--- src/rtl/chameleon2_io_pkg.sv ---
// chameleon2_io_pkg: state encodings and width helper shared by the
// serial-out driver and its phase counter.
package chameleon2_io_pkg;

    typedef enum logic [2:0] {
        SO_IDLE     = 3'd0,
        SO_SHIFT_LO = 3'd1,
        SO_SHIFT_HI = 3'd2,
        SO_LATCH_HI = 3'd3,
        SO_LATCH_LO = 3'd4
    } so_state_t;

    // ceil(log2(v)), never below 1 so every counter keeps a bit
    function automatic int CLOG2(input int v);
        int r;
        r = 0;
        for (int i = 0; i < 31; i++) begin
            if ((1 << i) < v) r = i + 1;
        end
        return (r < 1) ? 1 : r;
    endfunction

endpackage

--- src/rtl/chameleon2_serout_tick.sv ---
// chameleon2_serout_tick: CLK_DIV phase counter; phase_end marks the
// last clk cycle of every shift/latch phase.
module chameleon2_serout_tick
    import chameleon2_io_pkg::*;
#(
    parameter int CLK_DIV = 4
) (
    input  logic clk,
    input  logic reset,
    input  logic restart,
    output logic phase_end
);

    localparam int DW = CLOG2(CLK_DIV + 1);
    localparam logic [DW-1:0] LAST = DW'(CLK_DIV - 1);

    logic [DW-1:0] cnt;

    assign phase_end = (cnt == LAST);

    // restart aligns cycle 0 of a frame with the start of a phase
    always_ff @(posedge clk) begin
        if (reset || restart || phase_end) begin
            cnt <= '0;
        end else begin
            cnt <= cnt + DW'(1);
        end
    end

endmodule

--- src/rtl/chameleon2_io_serout_n.sv ---
// chameleon2_io_serout_n: N-bit 74HC595 chain driver with refresh.
// Optional SEROUT_READBACK_EN adds serial readback (ser_in_dat/q_out).
module chameleon2_io_serout_n
    import chameleon2_io_pkg::*;
#(
    parameter int WIDTH          = 8,
    parameter int CLK_DIV        = 4,
    parameter int MSB_FIRST      = 1,
    parameter int REFRESH_CYCLES = 65535
) (
    input  logic             clk,
    input  logic             reset,
    input  logic [WIDTH-1:0] d_in,
    input  logic             force_update,
`ifdef SEROUT_READBACK_EN
    input  logic             ser_in_dat,
    output logic [WIDTH-1:0] q_out,
    output logic             q_valid,
`endif
    output logic             busy,
    output logic             ser_out_clk,
    output logic             ser_out_dat,
    output logic             ser_out_rclk
);

    localparam int IW = CLOG2(WIDTH + 1);
    localparam int RW = CLOG2(REFRESH_CYCLES + 1);
    localparam logic [IW-1:0] LAST_BIT = IW'(WIDTH - 1);
    localparam logic [RW-1:0] REF_LAST = RW'(REFRESH_CYCLES - 1);

    so_state_t        state, state_n;
    logic [IW-1:0]    idx, idx_n;
    logic [WIDTH-1:0] shadow, shadow_n;
    logic [WIDTH-1:0] last_sent, last_n;
    logic             pending, pending_n;
    logic [RW-1:0]    ref_cnt, ref_n;
    logic             busy_n, sclk_n, dat_n, rclk_n;
    logic             phase_end, start, ref_hit;

    function automatic logic first_bit(input logic [WIDTH-1:0] v);
        return (MSB_FIRST != 0) ? v[WIDTH-1] : v[0];
    endfunction

    function automatic logic [WIDTH-1:0] advance(
        input logic [WIDTH-1:0] v
    );
        return (MSB_FIRST != 0) ? (v << 1) : (v >> 1);
    endfunction

    assign ref_hit = (REFRESH_CYCLES != 0) && (ref_cnt == REF_LAST);
    assign start   = (state == SO_IDLE) &&
                     (pending || force_update ||
                      (d_in != last_sent) || ref_hit);

    chameleon2_serout_tick #(
        .CLK_DIV (CLK_DIV)
    ) u_tick (
        .clk       (clk),
        .reset     (reset),
        .restart   (start),
        .phase_end (phase_end)
    );

    // next-state, shadow shifting and output decode
    always_comb begin
        state_n   = state;
        idx_n     = idx;
        shadow_n  = shadow;
        last_n    = last_sent;
        pending_n = pending;
        ref_n     = ref_cnt;
        busy_n    = busy;
        sclk_n    = ser_out_clk;
        dat_n     = ser_out_dat;
        rclk_n    = ser_out_rclk;
        if (state != SO_IDLE &&
            (force_update || d_in != last_sent)) begin
            pending_n = 1'b1;
        end
        unique case (state)
            SO_IDLE: begin
                if (start) begin
                    state_n   = SO_SHIFT_LO;
                    idx_n     = '0;
                    shadow_n  = d_in;
                    last_n    = d_in;
                    pending_n = 1'b0;
                    ref_n     = '0;
                    busy_n    = 1'b1;
                    sclk_n    = 1'b0;
                    dat_n     = first_bit(d_in);
                end else if (ref_cnt != '1) begin
                    ref_n = ref_cnt + RW'(1);
                end
            end
            SO_SHIFT_LO: begin
                if (phase_end) begin
                    state_n = SO_SHIFT_HI;
                    sclk_n  = 1'b1;
                end
            end
            SO_SHIFT_HI: begin
                if (phase_end) begin
                    sclk_n = 1'b0;
                    if (idx == LAST_BIT) begin
                        state_n = SO_LATCH_HI;
                        rclk_n  = 1'b1;
                    end else begin
                        state_n  = SO_SHIFT_LO;
                        idx_n    = idx + IW'(1);
                        shadow_n = advance(shadow);
                        dat_n    = first_bit(advance(shadow));
                    end
                end
            end
            SO_LATCH_HI: begin
                if (phase_end) begin
                    state_n = SO_LATCH_LO;
                    rclk_n  = 1'b0;
                end
            end
            SO_LATCH_LO: begin
                if (phase_end) begin
                    state_n = SO_IDLE;
                    busy_n  = 1'b0;
                end
            end
            default: begin
                state_n = SO_IDLE;
                busy_n  = 1'b0;
                sclk_n  = 1'b0;
                rclk_n  = 1'b0;
            end
        endcase
    end

    // state register and registered pin outputs
    always_ff @(posedge clk) begin
        if (reset) begin
            state        <= SO_IDLE;
            idx          <= '0;
            shadow       <= '0;
            last_sent    <= '0;
            pending      <= 1'b1;
            ref_cnt      <= '0;
            busy         <= 1'b0;
            ser_out_clk  <= 1'b0;
            ser_out_dat  <= 1'b0;
            ser_out_rclk <= 1'b0;
        end else begin
            state        <= state_n;
            idx          <= idx_n;
            shadow       <= shadow_n;
            last_sent    <= last_n;
            pending      <= pending_n;
            ref_cnt      <= ref_n;
            busy         <= busy_n;
            ser_out_clk  <= sclk_n;
            ser_out_dat  <= dat_n;
            ser_out_rclk <= rclk_n;
        end
    end

`ifdef SEROUT_READBACK_EN
    logic [WIDTH-1:0] rb;
    logic             rise_now, latch_now;

    assign rise_now  = (state == SO_SHIFT_LO) && phase_end;
    assign latch_now = (state == SO_SHIFT_HI) && phase_end &&
                       (idx == LAST_BIT);

    // sample the chain tail as ser_out_clk rises; publish at latch
    always_ff @(posedge clk) begin
        if (reset) begin
            rb      <= '0;
            q_out   <= '0;
            q_valid <= 1'b0;
        end else begin
            q_valid <= latch_now;
            if (rise_now) begin
                rb <= (MSB_FIRST != 0) ?
                      ((rb << 1) | WIDTH'(ser_in_dat)) :
                      ((rb >> 1) |
                       (WIDTH'(ser_in_dat) << (WIDTH - 1)));
            end
            if (latch_now) q_out <= rb;
        end
    end
`endif

endmodule
--- config.mk ---
export PLATFORM = sky130hd
export DESIGN_NAME = chameleon2_io_serout_n
export DESIGN_NICKNAME = d
export VERILOG_FILES = /design/src/rtl/chameleon2_io_pkg.sv /design/src/rtl/chameleon2_serout_tick.sv /design/src/rtl/chameleon2_io_serout_n.sv
export SDC_FILE = /design/constraint.sdc
export NUM_CORES = 1
export LEC_CHECK = 0
export ABC_CLOCK_PERIOD_IN_PS = 2400
export CORE_ASPECT_RATIO = 1.2
export CORE_UTILIZATION = 29
export CTS_BUF_LIST = sky130_fd_sc_hd__clkbuf_16
export DETAILED_ROUTE_END_ITERATION = 10
export DONT_BUFFER_PORTS = 1
export HOLD_SLACK_MARGIN = 0.05
export PLACE_DENSITY = 0.42
export SLEW_MARGIN = 20
export SYNTH_ARGS = -nofsm -noshare
export SYNTH_HDL_FRONTEND = slang
export SYNTH_SLANG_ARGS = --single-unit
--- constraint.sdc ---
create_clock -name clk -period 2.4 [get_ports clk]
set_input_delay 0.36 -clock clk [delete_from_list [all_inputs] [get_ports clk]]
set_output_delay 0.36 -clock clk [all_outputs]
set_load 0.05 [all_outputs]
======== After elaboration in Yosys (flattened, before gate mapping) ========
Cells that the tools add are included.
storage, ports and cells
  register bits after elaboration ......... 46
  word-level logic and storage cells ...... 88
  memories ................................ 0
  memory bits (writable) .................. 0
  bits in latches ......................... 0
  ROM bits ................................ 0
cells by class
  add/subtract/negate cells ............... 3
  bitwise gates (word level) .............. 3
  mux-type cells .......................... 33
  reduce and logical (&&, ||, !) cells .... 22
  equal/unequal tests ..................... 16
  magnitude comparators ................... 0
  $mul .................................... 0
  shifts and indexed selects .............. 0
  div/mod/pow operators ................... 0
operators with widths
  operator                                                count
  2-to-1 mux 16 bit                                       2
  2-to-1 mux 7 bit                                        3
  adder 16 x 1 -> 16 bit (second input constant)          1
  equality test 16 bit (second input constant)            1
  inequality test 16 bit (second input constant)          1
  2-to-1 mux 3 bit                                        5
  case mux 3 bit (5 select lines)                         1
  case mux 7 bit (2 select lines)                         1
  2-to-1 mux 1 bit                                        12
  2-to-1 mux 4 bit                                        3
  AND reduction 4 bit                                     3
  inequality test 2 x 1 -> 1 bit (second input constant)  5
  equality test 3 x 2 -> 1 bit (second input constant)    3
  inequality test 8 bit                                   1
  case mux 4 bit (2 select lines)                         1
  logical OR 1 bit                                        6
  case mux 1 bit (3 select lines)                         2
  OR reduction 3 bit                                      2
  AND reduction 5 bit                                     1
  adder 4 x 1 -> 4 bit (second input constant)            1
  equality test 4 x 3 -> 1 bit (second input constant)    1
  inequality test 2 bit (second input constant)           2
  case mux 1 bit (4 select lines)                         1
  AND reduction 2 bit                                     2
  other kinds (12)                                        16

======== Depth between registers and ports, before layout ========
Gate-level depths: netlist of run 1.
  depth in word-level cells ............... 6
  mapped depth ............................ 8
  mapped depth without buffers ............ 7

======== Cells and area by module ========
From an unflattened synthesis of run 1, not the netlist that was laid out.
second synthesis, totals
  cell total of the unflattened synthesis .. 290
  area total of the unflattened synthesis .. 2509.9 um^2
modules (own cells, without submodules)
  module                  cells each  area an instance (um^2)  sequential area each (um^2)  times used
  chameleon2_io_serout_n  281         2393.5                   860.8                        1
  chameleon2_serout_tick  9           116.4                    60.1                         1

======== Worst setup path after synthesis of run 1 ========
No wires, ideal clock.
  path type ............................... register to register
  start ................................... register u_tick.cnt[0]
  end ..................................... register idx[2]
  stages on the path, launching flop included .. 9
  setup time .............................. 0.075 ns
  path slack .............................. 0.475 ns
  arrival ................................. 1.849 ns
  data required time ...................... 2.325 ns
  cells stage by stage .................... dfxtp_1 ha_1 ha_1 clkbuf_1 nand2_1 nor3_2 nand2_1 or3_1 o21ai_0
between the ends
  cells in the longest elaborated chain, start to end .. 3
RTL lines
  item                                             RTL line                       RTL
  from (decl)                                      chameleon2_serout_tick.sv:17   logic [DW-1:0] cnt;
  from (signal assigned)                           chameleon2_serout_tick.sv:26   cnt <= cnt + DW'(1);
  equality test 3 x 2 -> 1 bit                     chameleon2_serout_tick.sv:19   assign phase_end = (cnt == LAST);
  inequality test 2 x 1 -> 1 bit (no source line)  -
  AND reduction 4 bit (no source line)             -
  to (signal assigned)                             chameleon2_io_serout_n.sv:152  idx <= idx_n;
  to (decl)                                        chameleon2_io_serout_n.sv:32   logic [IW-1:0] idx, idx_n;
No other way between the ends.
A chain may end at the register's enable or synchronous reset.

======== Worst setup path in the final report of run 1 ========
  start ................................... register ref_cnt[10]
  end ..................................... register ref_cnt[1]
between the ends
  cells in the longest elaborated chain, start to end .. 5
  elaborated cells on any way between the ends .. 7
  classes of those cells .................. eq/ne (2); mux (1); reduce/logical (4)
RTL lines
  item                                  RTL line                       RTL
  from (decl)                           chameleon2_io_serout_n.sv:36   logic [RW-1:0] ref_cnt, ref_n;
  from (signal assigned)                chameleon2_io_serout_n.sv:156  ref_cnt <= ref_n;
  equality test 16 bit                  chameleon2_io_serout_n.sv:50   assign ref_hit = (REFRESH_CYCLES != 0) && (ref_cnt == REF_LAST);
  logical OR 1 bit                      chameleon2_io_serout_n.sv:53   (d_in != last_sent) || ref_hit);
  logical AND 1 bit                     chameleon2_io_serout_n.sv:51   assign start = (state == SO_IDLE) &&
  nonzero test 2 bit (no source line)   -
  AND reduction 2 bit (no source line)  -
Several ways; a longest one is shown, not always the timed one.

==> results.yml, run 1 <==
run_status:
  status: "finished, final reports clean"
power:
  ir_drop_mv: 0.236
  p_total_uw: 1600
  power_density_mw_per_mm2: 602
  leakagePower_uw: 0.000889
die:
  num_io_pins: 15
  coreArea_mm2: 0.00784
  start_util_pct: 30.4
  rows: 35
  die_area_mm2: 0.00859
  die_height_um: 101
  die_x_um: 84.8
place:
  dp.cells: 360
  post-place-ws_ps: 298
  place_hpwl_um: 4100
  io_buffers: 0
  gp_congestion: 0.745
clocking:
  root_buffer: "clkbuf_16"
  clock-sinks: 46
  cts.repair.resized: 0
  cts.htree.levels: 2
  clk_pin_slew_ps: 60
  cts_setup_buffers: 0
  cts_hold_buf: 0
  cts_tree: "done"
  cts-buffers-inserted: 5
  insertion_delay_ps: 280
  cts_max_path_buffers: 2
cells_and_area:
  finalNonFillerCells: 368
  area_delta_synth_final_pct: 11.5
  antenna-diode-count: 0
  nets: 291
  drive_gt1_share_pct: 13.8
yosys:
  synthesis.instances: 271
  synth_common_cells: "dfxtp_1 (46), nor3_1 (24), nand2_1 (23)"
  synth_edf_count: 0
  yosysMostFrequentCell: "dfxtp_1"
  ys.flop_type: "dfxtp_1"
  ys_seq_area_share_pct: 38.6
  yosysWarnings: 0
  syn_nets: 287
  synth_area_per_cell_um2: 8.80
  synth_seq_cells: 46
  syn_area_mm2: 0.00238
  yosys.area.top_type_share_pct: 38.6
  synth_area_leaders: "dfxtp_1 (39%), xnor2_1 (5.9%), nor3_1 (5.0%), nand2_1 (3.6%), ha_1 (2.6%)"
  async_flop_share_pct: 0
  ys_types: 52
  synth_top_area_cell: "dfxtp_1"
worst_setup_path:
  cp_max_fo: 13
  required_ps: 2570
  start_kind: "flop"
  crit_path_end_kind: "flop"
  critPathKind: "reg -> reg"
  cp.arrival_ps: 2270
route:
  num_vias: 2015
  finalWirelength_um: 5830
  dr.pass1.iters: 6
  wl_per_cell_um: 15.8
  viasPerCell: 5.48
  drc: 0
  drtAntennaViolNets: 0
  drtIter0Drc: 69
timing:
  layout_min_cycle_time_ps: 2100
  relSlewSlack_pct: 50.9
  setup_slack_ps: 296
  drv_slew: 0
  setup_viol: 0
  tns_ps: 0
  fmax_ghz: 0.475
  period_share_pct: 87.7
  rsz0062_at_grt: "no"
  fin_hold_ws_ps: 155
  finalClockSkew_ps: 6.23
  worst_pin_slew_ps: 734
  hold_violations: 0
grt:
  grt_use_total_pct: 14.7
  grt_max_degree: 45
  gr-total-overflow: 0
  antenna_found_initial: 0
  grt_first_pass_wirelength_um: 10000
  grt_pass1_vias: 1989
flow_run:
  maxCapViolCount: 0
min_path:
  worstHoldPathType: "in -> reg"
-- worst paths after layout --
| path | end | slack, ps | from | cells past startpoint |
|---|---|---|---|---|
| worst max-delay path | ref_cnt[1]$_SDFFE_PP0P_ | 300 | ref_cnt[10]$_SDFFE_PP0P_ | 7 |
| worst min-delay path | u_tick.cnt[0]$_SDFF_PP0_ | 150 | reset | 1 |
| worst max register to register | ref_cnt[1]$_SDFFE_PP0P_ | 300 | ref_cnt[10]$_SDFFE_PP0P_ | 7 |
| worst min register to register | u_tick.cnt[0]$_SDFF_PP0_ | 430 | u_tick.cnt[0]$_SDFF_PP0_ | 1 |
-- flip-flops by register name, summed over array words and instances, names as in the netlist --
name,count
busy,1
idx,4
last_sent,8
pending,1
ref_cnt,16
ser_out_clk,1
ser_out_dat,1
ser_out_rclk,1
shadow,7
state,3
u_tick.cnt,3
-- where the power goes --
part | total (µW) | leakage, µW | switching, µW | internal, µW
clock network | 676 | 0.0000672 | 295 | 381
registers | 815 | 0.000375 | 27.9 | 787
logic | 110 | 0.000447 | 61.0 | 49.4
total | 1600 | 0.000889 | 384 | 1220
-- through the flow --
stage                     cell area [µm²]  utilization [%]
final                                2660             33.9
after global routing                 2660             33.9
after CTS                            2660             33.9
after detailed placement             2520             32.1
after global placement               2520             32.1
after floorplan                      2380                -
-- critical path, cell delays in order, from the launching register on --
cell	delay, ps
dfxtp_1	470
nand4_4	180
nor4_4	340
a41oi_1	140
buf_4	200
a21oi_2	280
buf_4	260
o22ai_1	110
-- layout by cell type, fill, tap and decap left out, drive strengths merged, types with 3 or more instances in the layout --
| cell | count |
|---|---|
| dfxtp | 46 |
| nor3 | 26 |
| nand2 | 23 |
| xnor2 | 16 |
| nor2 | 16 |
| buf | 15 |
| inv | 12 |
| nand3 | 11 |
| nor4 | 11 |
| a21oi | 9 |
| a22oi | 8 |
| o21ai | 7 |
| nand4 | 7 |
| a221o | 7 |
| o2bb2ai | 6 |
| a31oi | 5 |
| ha | 5 |
| clkbuf | 5 |
| or3 | 3 |
| o211ai | 3 |
| o22ai | 3 |
| or4 | 3 |
| xor2 | 3 |
-- metal layers --
metal,track usage [%],wire (µm)
met5,0,0
met2,25.2,2800
met4,4.56,55
met3,3.18,187
met1,18.5,2780
-- cells by family after synthesis --
logic type | synth area share [%]
buffers and inverters | 5.82
AND/OR/NAND/NOR | 25.7
multiplexers | 0.420
flip-flops | 38.6
adder cells (fa/ha/maj) | 3.04
AO/OA/AOI/OAI | 19.5
XOR/XNOR | 6.98
-- layout make-up --
type,count,area (µm²)
multi-input combinational,195,1330
clock buffer,5,125
inverter,12,45.0
fill,815,5180
timing repair buffer,15,113
sequential,46,921
clock inverter,3,16.3
tap,92,115
Note: power is estimated with default switching activity, not from simulation.
==> run 2, diff against run 1 <==
--- a/config.mk
+++ b/config.mk
@@ -11,8 +11,10 @@
 export CTS_BUF_LIST = sky130_fd_sc_hd__clkbuf_16
 export DETAILED_ROUTE_END_ITERATION = 10
 export DONT_BUFFER_PORTS = 1
+export GPL_TIMING_DRIVEN = 0
 export HOLD_SLACK_MARGIN = 0.05
 export PLACE_DENSITY = 0.42
+export SKIP_LAST_GASP = 1
 export SLEW_MARGIN = 20
 export SYNTH_ARGS = -nofsm -noshare
 export SYNTH_HDL_FRONTEND = slang
==> run 2 against run 1 <==
  * Sequential power barely moved
  * Die area did not move
  * Utilization rose by 0.80 points
  * Non-clock buffer count rose by 3
  * Largest cell class unchanged
  * Maximum frequency fell by 6.0%
  * Highest routed layer unchanged
  * Clock skew rose by 3.3 ps
==> results.yml, run 2 (synthesis results as in run 1) <==
clocking:
  clock-sinks: 46
  cts.repair.resized: 0
  cts_max_path_buffers: 2
  insertion_delay_ps: 290
  cts.htree.levels: 2
  root_buffer: "clkbuf_16"
  cts_tree: "done"
  cts-buffers-inserted: 5
  cts_hold_buf: 0
  clk_pin_slew_ps: 70
  cts_setup_buffers: 0
route:
  drtIter0Drc: 115
  drc: 0
  viasPerCell: 5.43
  finalWirelength_um: 6320
  drtAntennaViolNets: 0
  num_vias: 2016
  dr.pass1.iters: 6
  wl_per_cell_um: 17.0
timing:
  setup_slack_ps: 162
  rsz0062_at_grt: "yes"
  finalClockSkew_ps: 9.49
  period_share_pct: 93.3
  relSlewSlack_pct: 35.3
  drv_slew: 0
  hold_violations: 0
  fmax_ghz: 0.447
  setup_viol: 0
  worst_pin_slew_ps: 967
  fin_hold_ws_ps: 190
  layout_min_cycle_time_ps: 2240
min_path:
  worstHoldPathType: "in -> reg"
  whs_endpoint: "last_sent[1]$_SDFFE_PP0P_"
  whs_path_depth: 1
  min_from: "d_in[1]"
grt:
  grt_pass1_vias: 2023
  grt_first_pass_wirelength_um: 10800
  grt_use_total_pct: 15.9
  grt_max_degree: 15
  antenna_found_initial: 0
  gr-total-overflow: 0
cells_and_area:
  nets: 294
  top_register: "ref_cnt"
  finalNonFillerCells: 371
  reg_top3: "ref_cnt x16, last_sent x8, shadow x7"
  multi_input_area_mm2: 0.00136
  antenna-diode-count: 0
  drive_gt1_share_pct: 11.1
  largest_reg_flops: 16
  finish.utilization_pct: 34.7
  layout.cells.most_common_list: "dfxtp_1 (46), nor3_1 (24), nand2_1 (23)"
  layout_commonest_cell: "dfxtp_1"
  area_delta_synth_final_pct: 14.2
  seq_area_um2: 921
  fillers: 812
die:
  num_io_pins: 15
  coreArea_mm2: 0.00784
  die_height_um: 101
  die_area_mm2: 0.00859
  start_util_pct: 30.4
  rows: 35
  die_x_um: 84.8
flow_run:
  maxCapViolCount: 0
worst_setup_path:
  start_kind: "flop"
  crit_path_end_kind: "flop"
  reg2reg_to: "idx[2]$_SDFFE_PP0P_"
  crit_buf_inv: 1
  reg2reg_from: "u_tick.cnt[0]$_SDFF_PP0_"
  crit_family: "simple AND/OR/NAND/NOR gates"
  critPathKind: "reg -> reg"
  r2r_cells: 8
  r2r_slack_ps: 160
  cp_slowest_stage_delay_ps: 400
  cp_cell_sequence: "ha_1 -> ha_1 -> clkbuf_1 -> nand2_1 -> nor3_4 -> nand2_1 -> or3_1 -> o21ai_0"
  cp.arrival_ps: 2450
  required_ps: 2610
  slowest_stage: "nor3_4"
  cp_max_fo: 10
place:
  place_hpwl_um: 4420
  io_buffers: 0
  gp_congestion: 0.737
  dp.cells: 363
  post-place-ws_ps: 74.4
power:
  ir_drop_mv: 0.247
  power_density_mw_per_mm2: 679
  leakagePower_uw: 0.000900
run_status:
  status: "finished, final reports clean"
[run 2: cell types whose count changed in the layout (fill, tap and decap cells not counted), moves of 2 or more]
| cell | previous run | this run |
|---|---|---|
| buf_4 | 15 | 2 |
| clkbuf_1 | 0 | 11 |
| buf_2 | 0 | 3 |
| buf_6 | 0 | 2 |
| bufinv_16 | 0 | 2 |
[run 2: worst register-to-register path, delay by kind of cell, from the launching register on]
| kind | cells | cell delay [ps] |
|---|---|---|
| compound gates | 1 | 70 |
| buf+inv | 1 | 340 |
| simple gates | 4 | 1140 |
| flops | 1 | 340 |
| fa+ha+maj | 2 | 280 |
[run 2: stage by stage]
step           area (µm²)  TNS, ps  total power (µW)
2_1_floorplan        2380        0               926
3_3_place_gp         2500        0               963
3_5_place_dp         2500        0               963
4_1_cts              2690        0              1860
5_1_grt              2720    -85.5              1920
6_report             2720        0              1850
[run 2: how the worst max path moves through the flow]
| stage | from | endpoint | slack, ps | cells after the start |
|---|---|---|---|---|
| after global placement | ref_cnt[10]$_SDFFE_PP0P_ | ref_cnt[12]$_SDFFE_PP0P_ | 60 | 7 |
| final | u_tick.cnt[0]$_SDFF_PP0_ | idx[2]$_SDFFE_PP0P_ | 160 | 8 |
| after global routing | u_tick.cnt[0]$_SDFF_PP0_ | idx[2]$_SDFFE_PP0P_ | -80 | 8 |
| after floorplan | u_tick.cnt[0]$_SDFF_PP0_ | idx[2]$_SDFFE_PP0P_ | 480 | 8 |
| after CTS | u_tick.cnt[0]$_SDFF_PP0_ | idx[2]$_SDFFE_PP0P_ | 50 | 8 |
| after detailed placement | ref_cnt[10]$_SDFFE_PP0P_ | ref_cnt[12]$_SDFFE_PP0P_ | 70 | 7 |
[run 2: area by class of cell]
class	count	share of cell area [%]
Tap cell	92	4.23
Multi-Input combinational cell	195	49.9
Inverter	12	1.65
Sequential cell	46	33.8
Clock buffer	5	4.60
Buffer	18	3.45
Clock inverter	3	2.34
[run 2: power breakdown]
group	switching, µW	internal [µW]	total [µW]
Clock	307	594	901
Combinational	82.6	49.9	132
Sequential	27.4	787	814
[run 2: layer usage]
layer	track usage (%)	share of wire, %	vias up	wire (µm)
met5	0	0	-	0
met2	25.9	45	32	2850
met1	21.6	50	955	3160
li1	-	-	1024	-
met4	4.30	1.1	0	68
met3	3.18	3.8	5	239
